`src/rtl/input_unit.sv`:
```
// Router input port: one FIFO per virtual channel, dimension-ordered route
// computation, switch-side outputs and a packet-locking local eject arbiter.
module input_unit #(
  parameter  int VC_NUM     = 2,
  parameter  int FLIT_SIZE  = 64,
  parameter  int ROUTE_LEN  = 3,
  parameter  int FIFO_DEPTH = 4,
  parameter  int COORD_W    = 4,
  parameter  int CUR_X      = 0,
  parameter  int CUR_Y      = 0,
  parameter  int CUR_Z      = 0,
  localparam int VCW        = (VC_NUM > 1) ? $clog2(VC_NUM) : 1
) (
  input  logic                           clk,
  input  logic                           rst,
  input  logic                           link_valid,
  input  logic [VCW-1:0]                 link_vc,
  input  logic [FLIT_SIZE-1:0]           link_flit,
  output logic [VC_NUM-1:0]              link_avail,
  output logic [VC_NUM*FLIT_SIZE-1:0]    out,
  output logic [VC_NUM*ROUTE_LEN-1:0]    route_out,
  output logic [VC_NUM-1:0]              out_valid,
  input  logic [VC_NUM-1:0]              out_avail,
  output logic                           eject_valid,
  output logic [VCW-1:0]                 eject_vc,
  output logic [FLIT_SIZE-1:0]           eject_flit,
  input  logic                           eject_avail
);

  localparam int PW = (FIFO_DEPTH > 1) ? $clog2(FIFO_DEPTH) : 1;
  localparam int CW = $clog2(FIFO_DEPTH + 1);

  localparam logic [COORD_W-1:0] CX = COORD_W'(CUR_X);
  localparam logic [COORD_W-1:0] CY = COORD_W'(CUR_Y);
  localparam logic [COORD_W-1:0] CZ = COORD_W'(CUR_Z);

  localparam logic [ROUTE_LEN-1:0] R_LOCAL = ROUTE_LEN'(0);
  localparam logic [ROUTE_LEN-1:0] R_XPOS  = ROUTE_LEN'(1);
  localparam logic [ROUTE_LEN-1:0] R_YPOS  = ROUTE_LEN'(2);
  localparam logic [ROUTE_LEN-1:0] R_ZPOS  = ROUTE_LEN'(3);
  localparam logic [ROUTE_LEN-1:0] R_XNEG  = ROUTE_LEN'(4);
  localparam logic [ROUTE_LEN-1:0] R_YNEG  = ROUTE_LEN'(5);
  localparam logic [ROUTE_LEN-1:0] R_ZNEG  = ROUTE_LEN'(6);

  typedef enum logic {
    ARB_IDLE   = 1'b0,
    ARB_LOCKED = 1'b1
  } arb_state_e;

  function automatic logic [ROUTE_LEN-1:0] route_of(
    input logic [COORD_W-1:0] dx,
    input logic [COORD_W-1:0] dy,
    input logic [COORD_W-1:0] dz
  );
    logic [ROUTE_LEN-1:0] r;
    if (dx > CX)      r = R_XPOS;
    else if (dx < CX) r = R_XNEG;
    else if (dy > CY) r = R_YPOS;
    else if (dy < CY) r = R_YNEG;
    else if (dz > CZ) r = R_ZPOS;
    else if (dz < CZ) r = R_ZNEG;
    else              r = R_LOCAL;
    return r;
  endfunction

  function automatic logic [PW-1:0] ptr_inc(input logic [PW-1:0] p);
    return (p == PW'(FIFO_DEPTH - 1)) ? PW'(0) : p + PW'(1);
  endfunction

  function automatic logic [VCW-1:0] vc_inc(input logic [VCW-1:0] v);
    return (v == VCW'(VC_NUM - 1)) ? VCW'(0) : v + VCW'(1);
  endfunction

  logic [VC_NUM-1:0][FLIT_SIZE-1:0] head_s;
  logic [VC_NUM-1:0][ROUTE_LEN-1:0] calc_route_s;
  logic [VC_NUM-1:0][ROUTE_LEN-1:0] route_s;
  logic [VC_NUM-1:0]                empty_s;
  logic [VC_NUM-1:0]                full_s;
  logic [VC_NUM-1:0]                elig_s;
  logic [VC_NUM-1:0]                wr_en_s;
  logic [VC_NUM-1:0]                pop_s;
  logic [VCW-1:0]                   grant_s;
  logic                             grant_found_s;
  logic                             ej_fire_s;
  logic                             ej_tail_s;

  arb_state_e     arb_state_q;
  logic [VCW-1:0] lock_vc_q;
  logic [VCW-1:0] rr_ptr_q;

  for (genvar v = 0; v < VC_NUM; v++) begin : g_vc
    logic [FLIT_SIZE-1:0] mem_q [FIFO_DEPTH];
    logic [PW-1:0]        wr_ptr_q;
    logic [PW-1:0]        rd_ptr_q;
    logic [CW-1:0]        cnt_q;
    logic [CW-1:0]        cnt_d;
    logic [ROUTE_LEN-1:0] route_reg_q;

    assign head_s[v]       = mem_q[rd_ptr_q];
    assign empty_s[v]      = (cnt_q == CW'(0));
    assign full_s[v]       = (cnt_q == CW'(FIFO_DEPTH));
    assign calc_route_s[v] = route_of(head_s[v][COORD_W-1:0],
                                      head_s[v][2*COORD_W-1:COORD_W],
                                      head_s[v][3*COORD_W-1:2*COORD_W]);
    // A head at the FIFO front routes itself; anything else follows its packet's head.
    assign route_s[v]      = (!empty_s[v] && head_s[v][FLIT_SIZE-1]) ? calc_route_s[v]
                                                                      : route_reg_q;
    assign out_valid[v]    = !empty_s[v] && (route_s[v] != R_LOCAL);
    assign elig_s[v]       = !empty_s[v] && (route_s[v] == R_LOCAL);
    assign link_avail[v]   = rst && !full_s[v];
    assign wr_en_s[v]      = link_valid && (link_vc == VCW'(v)) && link_avail[v];
    assign pop_s[v]        = (out_valid[v] && out_avail[v]) ||
                             (ej_fire_s && (eject_vc == VCW'(v)));
    assign cnt_d           = cnt_q + CW'(wr_en_s[v]) - CW'(pop_s[v]);

    // Flit storage; contents are don't-care until the occupancy says otherwise.
    always_ff @(posedge clk) begin
      if (wr_en_s[v]) begin
        mem_q[wr_ptr_q] <= link_flit;
      end
    end

    // Pointers, occupancy and the per-VC packet route register.
    always_ff @(posedge clk) begin
      if (!rst) begin
        wr_ptr_q    <= PW'(0);
        rd_ptr_q    <= PW'(0);
        cnt_q       <= CW'(0);
        route_reg_q <= R_LOCAL;
      end else begin
        if (wr_en_s[v]) begin
          wr_ptr_q <= ptr_inc(wr_ptr_q);
        end
        if (pop_s[v]) begin
          rd_ptr_q <= ptr_inc(rd_ptr_q);
          if (head_s[v][FLIT_SIZE-1]) begin
            route_reg_q <= calc_route_s[v];
          end
        end
        cnt_q <= cnt_d;
      end
    end
  end

  assign out       = head_s;
  assign route_out = route_s;

  // Round-robin search for the first eligible VC starting at rr_ptr.
  always_comb begin : p_grant
    logic [VCW-1:0] cand;
    cand          = rr_ptr_q;
    grant_s       = rr_ptr_q;
    grant_found_s = 1'b0;
    for (int i = 0; i < VC_NUM; i++) begin
      grant_s       = (!grant_found_s && elig_s[cand]) ? cand : grant_s;
      grant_found_s = grant_found_s | elig_s[cand];
      cand          = vc_inc(cand);
    end
  end

  // Eject port selection: a locked packet owns the port until its tail leaves.
  always_comb begin
    eject_vc    = grant_s;
    eject_valid = grant_found_s;
    if (arb_state_q == ARB_LOCKED) begin
      eject_vc    = lock_vc_q;
      eject_valid = elig_s[lock_vc_q];
    end else begin
      eject_vc    = grant_s;
      eject_valid = grant_found_s;
    end
  end

  assign eject_flit = head_s[eject_vc];
  assign ej_fire_s  = eject_valid && eject_avail;
  assign ej_tail_s  = eject_flit[FLIT_SIZE-2];

  // Eject arbiter state machine.
  always_ff @(posedge clk) begin
    if (!rst) begin
      arb_state_q <= ARB_IDLE;
      lock_vc_q   <= VCW'(0);
      rr_ptr_q    <= VCW'(0);
    end else if (ej_fire_s) begin
      case (arb_state_q)
        ARB_IDLE: begin
          if (ej_tail_s) begin
            rr_ptr_q <= vc_inc(eject_vc);
          end else begin
            arb_state_q <= ARB_LOCKED;
            lock_vc_q   <= eject_vc;
          end
        end
        ARB_LOCKED: begin
          if (ej_tail_s) begin
            arb_state_q <= ARB_IDLE;
            rr_ptr_q    <= vc_inc(lock_vc_q);
          end
        end
        default: arb_state_q <= ARB_IDLE;
      endcase
    end
  end

endmodule

```
`config.mk`:
```
export PLATFORM = sky130hd
export DESIGN_NAME = input_unit
export DESIGN_NICKNAME = d
export VERILOG_FILES = /design/src/rtl/input_unit.sv
export SDC_FILE = /design/constraint.sdc
export NUM_CORES = 1
export LEC_CHECK = 0
export BUFFER_PORTS_ARGS = -buffer_cell sky130_fd_sc_hd__buf_2
export CAP_MARGIN = 25
export CORE_MARGIN = 4
export CORE_UTILIZATION = 52
export DETAILED_ROUTE_END_ITERATION = 12
export GPL_ROUTABILITY_DRIVEN = 0
export GPL_TIMING_DRIVEN = 0
export PLACE_DENSITY_LB_ADDON = 0.15
export SYNTH_ARGS = -nofsm -noshare
export SYNTH_HDL_FRONTEND = slang
export SYNTH_SLANG_ARGS = --single-unit
```
`constraint.sdc`:
```
create_clock -name clk -period 4.1 [get_ports clk]
set_clock_uncertainty 0.05 [all_clocks]
set_input_delay 0.41 -clock clk [delete_from_list [all_inputs] [get_ports clk]]
set_output_delay 0.41 -clock clk [all_outputs]
set_load 0.02 [all_outputs]
```
Word level (Yosys, flattened, before mapping)
Memory sizes are Yosys's and may differ from the RTL's. A register that Yosys moved wholly into a read port is not among the register bits.
Index checks and enable logic that the tools add are counted.
Operators by class
  add/sub/neg operators: 11
  magnitude comparators: 16
  eq/ne operators: 8
  multiplexer cells: 44
  bitwise gates (word level): 5
  reductions and logical operators: 35
Operators with widths (number)
  $mux W64: 2
  $mux W3: 14
  $gt A4 B1 Y1 const B: 6
  $lt A4 B1 Y1 const B: 6
  $mux W1: 19
  $logic_and A1 B1 Y1: 18
  $mux W2: 8
  $logic_not A3 Y1: 4
  $add A2 B1 Y2 const B: 4
  $eq A2 B2 Y1 const B: 4
  $lt A1 B2 Y1 const B: 4
  $add A3 B1 Y3: 2
  $eq A3 B3 Y1 const B: 2
  $reduce_and A3 Y1: 2
  $reduce_bool A3 Y1: 2
  $sub A3 B1 Y3: 2
  $logic_not A1 Y1: 5
  $ne A2 B2 Y1 const B: 2
  $not A1 Y1: 4
  $reduce_and A2 Y1: 2
  $add A1 B1 Y1 const B: 3
  $logic_or A1 B1 Y1: 2
  $pmux W1 S2: 1
  $or A1 B1 Y1: 1
Word-level totals
  register bits: 23
  bits in writable memories: 512
  input port bits: 71
  output and inout bits: 204
  memories: 2
Memory list
  g_vc[0].mem_q: depth 4, bits a word 64, read ports 1, clocked after Yosys merged registers in 1, write ports 1, line 92  | logic [FLIT_SIZE-1:0] mem_q [FIFO_DEPTH];
  g_vc[1].mem_q: depth 4, bits a word 64, read ports 1, clocked after Yosys merged registers in 1, write ports 1, line 92

Depth between registers and ports, before layout
Gate-level depths: netlist of the first run.
  depth in word-level cells: 21
  mapped depth: 19
  mapped depth without buffers: 16

Worst setup path after synthesis of the first run
OpenSTA, ideal clock, no wires.
  kind: register to register
  start point: reg (tool-made name)
  end point: reg g_vc[1].cnt_q[2]
  library setup time: 129 ps
  arrival: 4218 ps
  required time: 3921 ps
  setup slack: -296 ps
  cell stages (with the launch flop): 20
  period minus slack after synthesis: 4396 ps
  cell sequence: dfxtp_1 -> clkbuf_1 -> clkbuf_1 -> mux4_2 -> nor4_1 -> a41oi_1 -> o311ai_2 -> and2_1 -> buf_6 -> inv_4 -> a22oi_2 -> inv_1 -> ha_1 -> inv_1 -> ha_1 -> inv_1 -> fa_1 -> xor2_1 -> xnor2_1 -> nor2_1
RTL lines
  to (signal assigned): line 140  | cnt_q <= cnt_d;
  to (decl): line 95  | logic [CW-1:0] cnt_q;

==> results of run 1 <==
state kept, by name, indices dropped and copies added (netlist names), named ones only:
register,cells
g_vc.mem_q,512
g_vc.cnt_q,6
g_vc.rd_ptr_q,4
g_vc.route_reg_q,4
g_vc.wr_ptr_q,4
arb_state_q,1
lock_vc_q,1
rr_ptr_q,1
logic make-up after synthesis:
kind of cell               count (synthesis)  share of synthesized area [%]
other                                      1                        0.01802
and+or+nand+nor                           82                          2.026
buffers and inverters                     61                          1.527
AOI/OAI and AO/OA                         26                          1.070
xor gates and xnor gates                   4                         0.1683
muxes                                    204                          17.89
adders and majority gates                 16                          1.034
DFF                                      537                          76.27
layer usage:
metal  global-route usage (%)  routed length, µm  vias up
li1                         -                  -     4660
met3                    4.237               2984       74
met1                    31.25              20430     5550
met2                    35.41              23610      369
met4                    5.459                946        8
met5                        0                 44        -
cell usage in the layout (no fill, tap or decap), drive strengths merged, types with 3 or more instances in the layout:
cell	netlist	routed
nor4	7	7
inv	19	20
or4	3	3
and2	13	13
or3	5	5
nand2	23	23
nor3	4	4
mux4	128	128
clkinv	0	20
nand3	5	5
dfxtp	25	25
mux2	64	64
mux2i	12	12
ha	14	14
xnor2	3	3
o21ai	5	5
buf	24	352
nor2	18	18
a21oi	6	6
clkbuf	18	94
edfxtp	512	512
final timing paths:
path	startpoint	to	slack [ps]	cells after the start
hold / removal	link_flit[24]	g_vc[0].mem_q[3][24]	40	1
setup reg to reg	flop	g_vc[1].cnt_q[2]	-230	19
hold reg to reg	g_vc[1].route_reg_q[0]	g_vc[1].route_reg_q[0]	430	2
setup / recovery	flop	eject_flit[11]	-260	12
power by group:
group / total [mW] / internal [mW] / switching (mW)
clock network: 4.57 / 2.61 / 1.96
logic: 6.63 / 2.99 / 3.64
registers: 6.26 / 6.17 / 0.0804
total: 17.5 / 11.8 / 5.68
what timing repair did:
item,4_1_cts,5_1_grt
resized for setup,72,42
pin swaps,11,10
setup endpoints to repair,71,68
hold buffers,0,0
cloned,0,1
setup buffers,29,14
worst max-delay path: stages, from the launching register on:
cell and delay (ps):
dfxtp_2 340, buf_12 130, buf_12 110, buf_8 100
mux4_2 520, or4_4 550, o41ai_4 440, o311ai_4 170
and2_4 250, inv_12 110, clkbuf_16 150, mux2_4 300
buf_6 130
through the flow:
stage	utilization (%)	instance area [µm²]	worst slack, ps	total power, mW	instances
floorplan	-	20860	-66.13	10.16	932
global placement	57.70	22870	-1216	11.95	1728
detailed placement	58.39	23140	-1024	12.03	1738
CTS	63.84	25310	-306.9	17.21	1867
global route	64.76	25670	-356.1	18.17	1886
finish	64.77	25670	-261.0	17.46	1887
area by class of cell:
class	count	share of cell area, %
flip-flops and latches	537	61.84
well taps	525	2.559
repair buffers	330	8.602
diodes	1	0.009747
clock buffers	75	5.692
multi-input cells	334	18.89
plain buffers	41	1.404
inverters	19	0.3265
clock inverters	25	0.6725
==> flow_metrics.tcl, run 1 <==
set metrics [dict create \
    status "finished, violations left" \
    drcViolationCount 0 \
    async_flop_share_pct 0 \
    vias 10660 \
    netlist_top_cells_count "edfxtp_1 (512), mux4_2 (128), mux2_2 (48)" \
    wl_um 48010 \
    synth.avg_cell_area_um2 22.36 \
    ys_types 46 \
    setup_viol 68 \
    drv_cap 0 \
    synth_top_area_share_pct 73.86 \
    yosysTopAreaCell "edfxtp_1" \
    dp_hpwl_um 29430 \
    cts_buffers 54 \
    regArea_um2 15880 \
    ioPinCount 275 \
    die-area_um2 43290 \
    netlist_area_um2 20810 \
    path_max_fanout 6 \
    viasPerCell 5.650 \
    io_buffers 271 \
    peakVddDrop_v 0.0004545 \
    cts_root_buffer "clkbuf_16" \
    p_leak_nw 8.809 \
    ant_nets 0 \
    htree_levels 2 \
    fmax_ghz 0.2293 \
    ys_seq_area_share_pct 76.27 \
    multiInputGateArea_um2 4850 \
    grt_max_degree 45 \
    rsz0062_at_grt "true" \
    worstPathRequired_ps 3640 \
    antenna_found_initial 5 \
    setup_slack_ps -261.0 \
    row_count 73 \
    die_h_um 208.1 \
    hold_ws_ps 42.26 \
    worstSetupStartpointType "flop" \
    grt_pass1_wl_um 70830 \
    avgRoutedWirePerCell_um 25.44 \
    grt_use_total_pct 21.82 \
    dr.pass1.iters 5 \
    ys_top_cells_by_area "edfxtp_1 (74%), mux4_2 (14%), mux2_2 (2.6%)" \
    syn_inst 931 \
    worstSetupPathType "reg -> out" \
    setup_tns_ps -13800 \
    area_growth_pct 23.34 \
    synth_edf_count 512 \
    cts_sinks 537 \
    grt_pass1_vias 10940 \
    clock_latency_ps 590 \
    slew_headroom_pct 37.59 \
    worstPathArrival_ps 3900 \
    hold_viol 0 \
    worst_pin_slew_ps 936.1 \
    holdCritPathClass "in -> reg" \
    cts_buffer_depth 3 \
    power.density_nw_per_um2 679.9 \
    synth.most_common_cell "edfxtp_1" \
    yosysWarnings 0 \
    layout-drive-gt1-share_pct 47.24 \
    violations "negative setup slack" \
    die_x_um 208.1 \
    clk_pin_slew_worst_paths_ps 60 \
    end_kind "output pin" \
    drt-initial-drc-count 946 \
    core-area_um2 39640 \
    min_period_ps 4361 \
    min_period_over_period_pct 106.4 \
    cts_tree "done" \
    grt.overflow.total 0 \
    n_fill_cell 2733 \
    synth_seq_cells 537 \
    nets 1404 \
    floorplan.initialDensity_pct 52.51 \
    ys.flop_type "edfxtp_1" \
    drv_slew 0 \
]
Power figures use the tool's default switching activity.
==> inputs of run 2 (changes only) <==
RECOVER_POWER = 50   (was unset)
==> run 2 against run 1 <==
Against the previous run:
- highest routed layer unchanged
- the flow still finishes with violations (negative setup slack)
- critical path depth did not move
- sequential cell count did not move
- global-route usage did not move
==> flow_metrics.tcl, run 2 (synthesis gave the netlist of run 1 again) <==
set metrics [dict create \
    status "finished, violations left" \
    violations "negative setup slack" \
    final_cells 1887 \
    slew_headroom_pct 36.86 \
    worstSetupStartpointType "flop" \
    ant_nets 0 \
    die_h_um 208.1 \
    critPathMostFrequentCell "buf_12" \
    row_count 73 \
    hold_viol 0 \
    grt_use_total_pct 21.82 \
    worstPathRequired_ps 3640 \
    largest_reg_flops 512 \
    final_common_cell "edfxtp_1" \
    crit_chain "buf_12 > buf_12 > buf_8 > mux4_2 > or4_4 > o41ai_4 > o311ai_4 > and2_4 > inv_12 > clkbuf_16 > mux2_4 > buf_6" \
    path_max_fanout 6 \
    end_kind "output pin" \
    wl_um 48080 \
    min_period_over_period_pct 106.4 \
    final_area_um2 25580 \
    die_x_um 208.1 \
    area_growth_pct 22.90 \
    clock_latency_ps 590 \
    drcViolationCount 0 \
    critPathMaxStageDelay_ps 550 \
    critical_path_buf_inv_count 6 \
    layout-drive-gt1-share_pct 41.88 \
    post_dp_cell_area_um2 23140 \
    setup_tns_ps -14000 \
    power.density_nw_per_um2 681.9 \
    p_leak_nw 8.608 \
    regMostFlops "g_vc.mem_q" \
    worst_pin_slew_ps 947.1 \
    die-area_um2 43290 \
    setup_slack_ps -261.8 \
    cts_buffers 54 \
    dp_hpwl_um 29430 \
    hold_ws_ps 126.5 \
    grt.overflow.total 0 \
    drv_slew 0 \
    cts_buffer_depth 3 \
    vias 10670 \
    grt_pass1_vias 10940 \
    fmax_ghz 0.2293 \
    cp_top_family "multiplexers" \
    drt-initial-drc-count 928 \
    cts_sinks 537 \
    worstSetupPathType "reg -> out" \
    avgRoutedWirePerCell_um 25.48 \
    rsz0062_at_grt "true" \
    setup_viol 68 \
    final_cell_mix "edfxtp_1 (512), buf_2 (177), mux4_2 (128), clkbuf_1 (106), clkbuf_16 (57)" \
    viasPerCell 5.657 \
    final_util_pct 64.54 \
    cp_slowest_cell "or4_4" \
    dr.pass1.iters 5 \
    io_buffers 271 \
    min_period_ps 4362 \
    biggestRegsByFlops "g_vc.mem_q (512), g_vc.cnt_q (6)" \
    holdCritPathClass "in -> reg" \
    place_ws_ps -1024 \
    drv_cap 0 \
    floorplan.initialDensity_pct 52.51 \
    grt_pass1_wl_um 70830 \
    ioPinCount 275 \
    clk_pin_slew_worst_paths_ps 60 \
    cts_tree "done" \
    nets 1404 \
    core-area_um2 39640 \
    grt_max_degree 45 \
    placed_cells 1738 \
    worstPathArrival_ps 3900 \
    htree_levels 2 \
    power.total_mw 17.45 \
    cts_root_buffer "clkbuf_16" \
    peakVddDrop_v 0.0004539 \
    antenna_found_initial 3 \
]
==> run 2: changes by cell type in the layout (fill, tap and decap cells not counted) <==
cell      change
buf_2        -73
clkbuf_1     +73
==> run 2: where the power goes <==
part / switching [mW] / internal (mW) / total, mW
Clock: 1.96 / 2.61 / 4.57
Combinational: 3.64 / 2.98 / 6.62
Sequential: 0.0795 / 6.18 / 6.26
Total: 5.69 / 11.8 / 17.4
==> run 2: worst paths after layout <==
kind / startpoint / to / slack, ps / cells after the start
min reg2reg: g_vc[1].route_reg_q[0] / g_vc[1].route_reg_q[0] / 430 / 2
max reg2reg: flop / g_vc[1].cnt_q[2] / -230 / 19
max: flop / eject_flit[11] / -260 / 12
min: link_flit[18] / g_vc[1].mem_q[2][18] / 130 / 1
==> run 2: layer usage <==
metal	global-route usage (%)	up-vias	wire, µm
met4	5.459	4	929
met1	31.25	5569	20420
met5	0	-	27
li1	-	4658	-
met3	4.237	67	3136
met2	35.41	376	23570
==> run 2: what timing repair did <==
item | in CTS | in global routing
pin swaps | 11 | 10
setup endpoints to repair | 71 | 68
buffers inserted | 29 | 14
hold endpoints to repair | 0 | 0
cloned | 0 | 1
gates resized for setup | 72 | 42
hold buffers | 0 | 0
==> run 2: final cells by class <==
type / count / area (µm²)
Antenna cell: 1 / 2.502
Buffer: 41 / 360.3
Clock buffer: 75 / 1461
Clock inverter: 25 / 172.7
Fill cell: 2757 / 14060
Inverter: 19 / 83.83
Multi-Input combinational cell: 334 / 4850
Sequential cell: 537 / 15880
Tap cell: 525 / 656.9
Timing Repair Buffer: 330 / 2117
==> run 2: worst register-to-register path, stage by stage, from the launching register on <==
cell and delay, ps:
dfxtp_2 340, buf_12 130, buf_12 110, buf_8 100, mux4_2 520, or4_4 550
o41ai_4 440, buf_4 190, and3_4 200, o311a_4 230, a22oi_2 100, inv_1 80
ha_1 220, inv_1 60, ha_2 160, inv_2 40, fa_2 330, xor2_1 160
xnor2_1 170, nor2_1 60
==> inputs of run 3 (changes only) <==
CELL_PAD_IN_SITES_DETAIL_PLACEMENT = 2   (was unset)
CELL_PAD_IN_SITES_GLOBAL_PLACEMENT = 2   (was unset)
CORE_UTILIZATION = 40   (was 52)
==> run 3 against run 2 <==
Against the previous run:
- the run ends with max-capacitance violations, max-slew violations, negative setup slack left
- sequential cell count unchanged
- power increased by 3.6%
- global-route usage decreased by 1.5 points
- core utilization decreased by 14 points
- wire length increased by 20%
- combinational power increased by 5.3%
- largest cell class unchanged
==> flow_metrics.tcl, run 3 (synthesis gave the netlist of run 1 again) <==
set metrics [dict create \
    status "finished, violations left" \
    violations "max-capacitance violations, max-slew violations, negative setup slack" \
    reg2reg_to "g_vc[0].cnt_q[2]" \
    rsz0062_at_grt "true" \
    path_max_fanout 10 \
    p_leak_nw 8.739 \
    worst_pin_slew_ps 1946 \
    setup_slack_ps -350.1 \
    fmax_ghz 0.2247 \
    viasPerCell 5.299 \
    drv_slew 80 \
    rrSetupSlack_ps -270 \
    combPwrFrac_pct 38.6 \
    min_from "link_flit[24]" \
    p_clk_share_pct 26.8 \
    worstSetupPathType "reg -> out" \
    wl_um 57550 \
    reg2regPathDepth 17 \
    cts_tree "done" \
    die_h_um 236.1 \
    pwr-share-seq_pct 34.7 \
    grt_pass1_vias 12120 \
    cp_slowest_cell "or4_4" \
    post_dp_cell_area_um2 23380 \
    multiInputGateArea_um2 4806 \
    min_period_ps 4450 \
    io_buffers 271 \
    hold_viol 0 \
    drt-initial-drc-count 792 \
    drcViolationCount 0 \
    cts_root_buffer "clkbuf_16" \
    use_met2_pct 33.84 \
    worstPathRequired_ps 3640 \
    layout-drive-gt1-share_pct 41.64 \
    final_cell_mix "edfxtp_1 (512), buf_2 (163), mux4_2 (128), clkbuf_1 (93), clkbuf_16 (62)" \
    biggestRegsByFlops "g_vc.mem_q (512), g_vc.cnt_q (6)" \
    grt-busiest-layer "met2" \
    ant_nets 0 \
    cp_top_family "multiplexers" \
    row_count 83 \
    worstPathArrival_ps 3990 \
    use_met1_pct 28.15 \
    die-area_um2 55750 \
    setup_tns_ps -18920 \
    core-area_um2 51410 \
    floorplan.initialDensity_pct 40.49 \
    htree_levels 2 \
    cts_buffers 57 \
    holdCritPathClass "in -> reg" \
    p_int_mw 12.11 \
    holdPathStages 1 \
    grt_pass1_wl_um 84610 \
    ioPinCount 275 \
    cts_buffer_depth 3 \
    largest_reg_flops 512 \
    end_kind "output pin" \
    dp_hpwl_um 36830 \
    grt_use_total_pct 20.37 \
    regArea_um2 15880 \
    critPathMostFrequentCell "buf_12" \
    slew_headroom_pct -29.78 \
    critPathMaxStageDelay_ps 590 \
    regMostFlops "g_vc.mem_q" \
    nets 1412 \
    p_sw_share_pct 32.97 \
    power.density_nw_per_um2 693.3 \
    power.switching_mw 5.956 \
    clk_pin_slew_worst_paths_ps 60 \
    placed_cells 1896 \
    critical_path_buf_inv_count 6 \
    crit_chain "buf_12 > buf_8 > mux4_2 > or4_4 > o41ai_4 > o311ai_2 > and2_4 > buf_12 > buf_8 > buf_12 > mux2_2 > buf_6" \
    worstSetupStartpointType "flop" \
    drv_cap 4 \
    met3_usage_pct 3.671 \
    n_fill_cell 4519 \
    worstHoldEndpoint "g_vc[1].mem_q[1][24]" \
    min_period_over_period_pct 108.5 \
    grt_max_degree 47 \
    peakVddDrop_v 0.0003893 \
    avgRoutedWirePerCell_um 28.02 \
    setup_viol 67 \
    vias 10890 \
    clock_latency_ps 600 \
    grt.overflow.total 0 \
    area_growth_pct 25.19 \
    final_cells 2054 \
    antenna_found_initial 6 \
    dr.pass1.iters 5 \
    cts_sinks 537 \
    final_common_cell "edfxtp_1" \
    final_area_um2 26060 \
    die_x_um 236.1 \
]
[run 3: cell types whose count changed in the layout (fill, tap and decap cells not counted), moves of 3 or more]
cell / previous run / this run
buf_6: 20 / 38
buf_2: 177 / 163
clkbuf_1: 106 / 93
dlygate4sd3_1: 0 / 8
clkbuf_16: 57 / 62
and2_0: 0 / 4
and2_4: 9 / 5
clkinv_1: 9 / 13
diode_2: 1 / 5
buf_4: 41 / 38
mux2_2: 43 / 40
[run 3: layout make-up]
cell class,instances,area share [%]
inverter,19,0.3217
buffer,40,1.349
clock inverter,30,0.7778
tap,680,3.265
sequential,537,60.93
timing repair buffer,336,8.926
antenna,5,0.04801
clock buffer,73,5.939
multi-input combinational,334,18.44
[run 3: power groups by stage]
| stage | Sequential [mW] | Combinational [mW] | Clock [mW] |
|---|---|---|---|
| final | 6.26 | 6.97 | 4.84 |
| after global placement | 6.37 | 5.70 | 0 |
| after CTS | 6.26 | 6.24 | 4.98 |
| after detailed placement | 6.37 | 5.88 | 0 |
| after floorplan | 6.35 | 3.81 | 0 |
| after global routing | 6.28 | 7.36 | 5.23 |
[run 3: timing repair]
action                                  in CTS  in global routing
setup buffers                               25                 15
cloned                                       0                  2
endpoints found under the hold margin       45                  0
endpoints found under the setup margin      83                 69
gates resized for setup                     35                110
hold buffers                                 8                  0
pin swaps                                    8                 14
[run 3: metrics by stage]
stage	utilization [%]	worst slack [ps]	hold WS, ps	power [mW]
2_1_floorplan	-	-66.13	393.2	10.16
3_3_place_gp	44.88	-1625	415.8	12.07
3_5_place_dp	45.47	-1440	430.1	12.26
4_1_cts	49.79	-380.8	0.3140	17.49
5_1_grt	50.68	-464.2	105.0	18.87
6_report	50.69	-350.1	123.6	18.07
[run 3: worst max path at each step]
stage	start	end	slack [ps]	depth (start not counted)
floorplan	flop	g_vc[1].cnt_q[2]	-70	18
global placement	rst	g_vc[0].mem_q[0][41]	-1630	6
detailed placement	flop	g_vc[1].cnt_q[2]	-1440	19
CTS	flop	eject_flit[12]	-380	12
global route	flop	eject_flit[28]	-460	12
finish	flop	eject_flit[28]	-350	12
[run 3: per-layer routing]
layer	share of wire (%)	wire, µm
met1	43	24910
met2	50	28920
met3	4.1	2356
met4	2.3	1348
met5	0.038	22
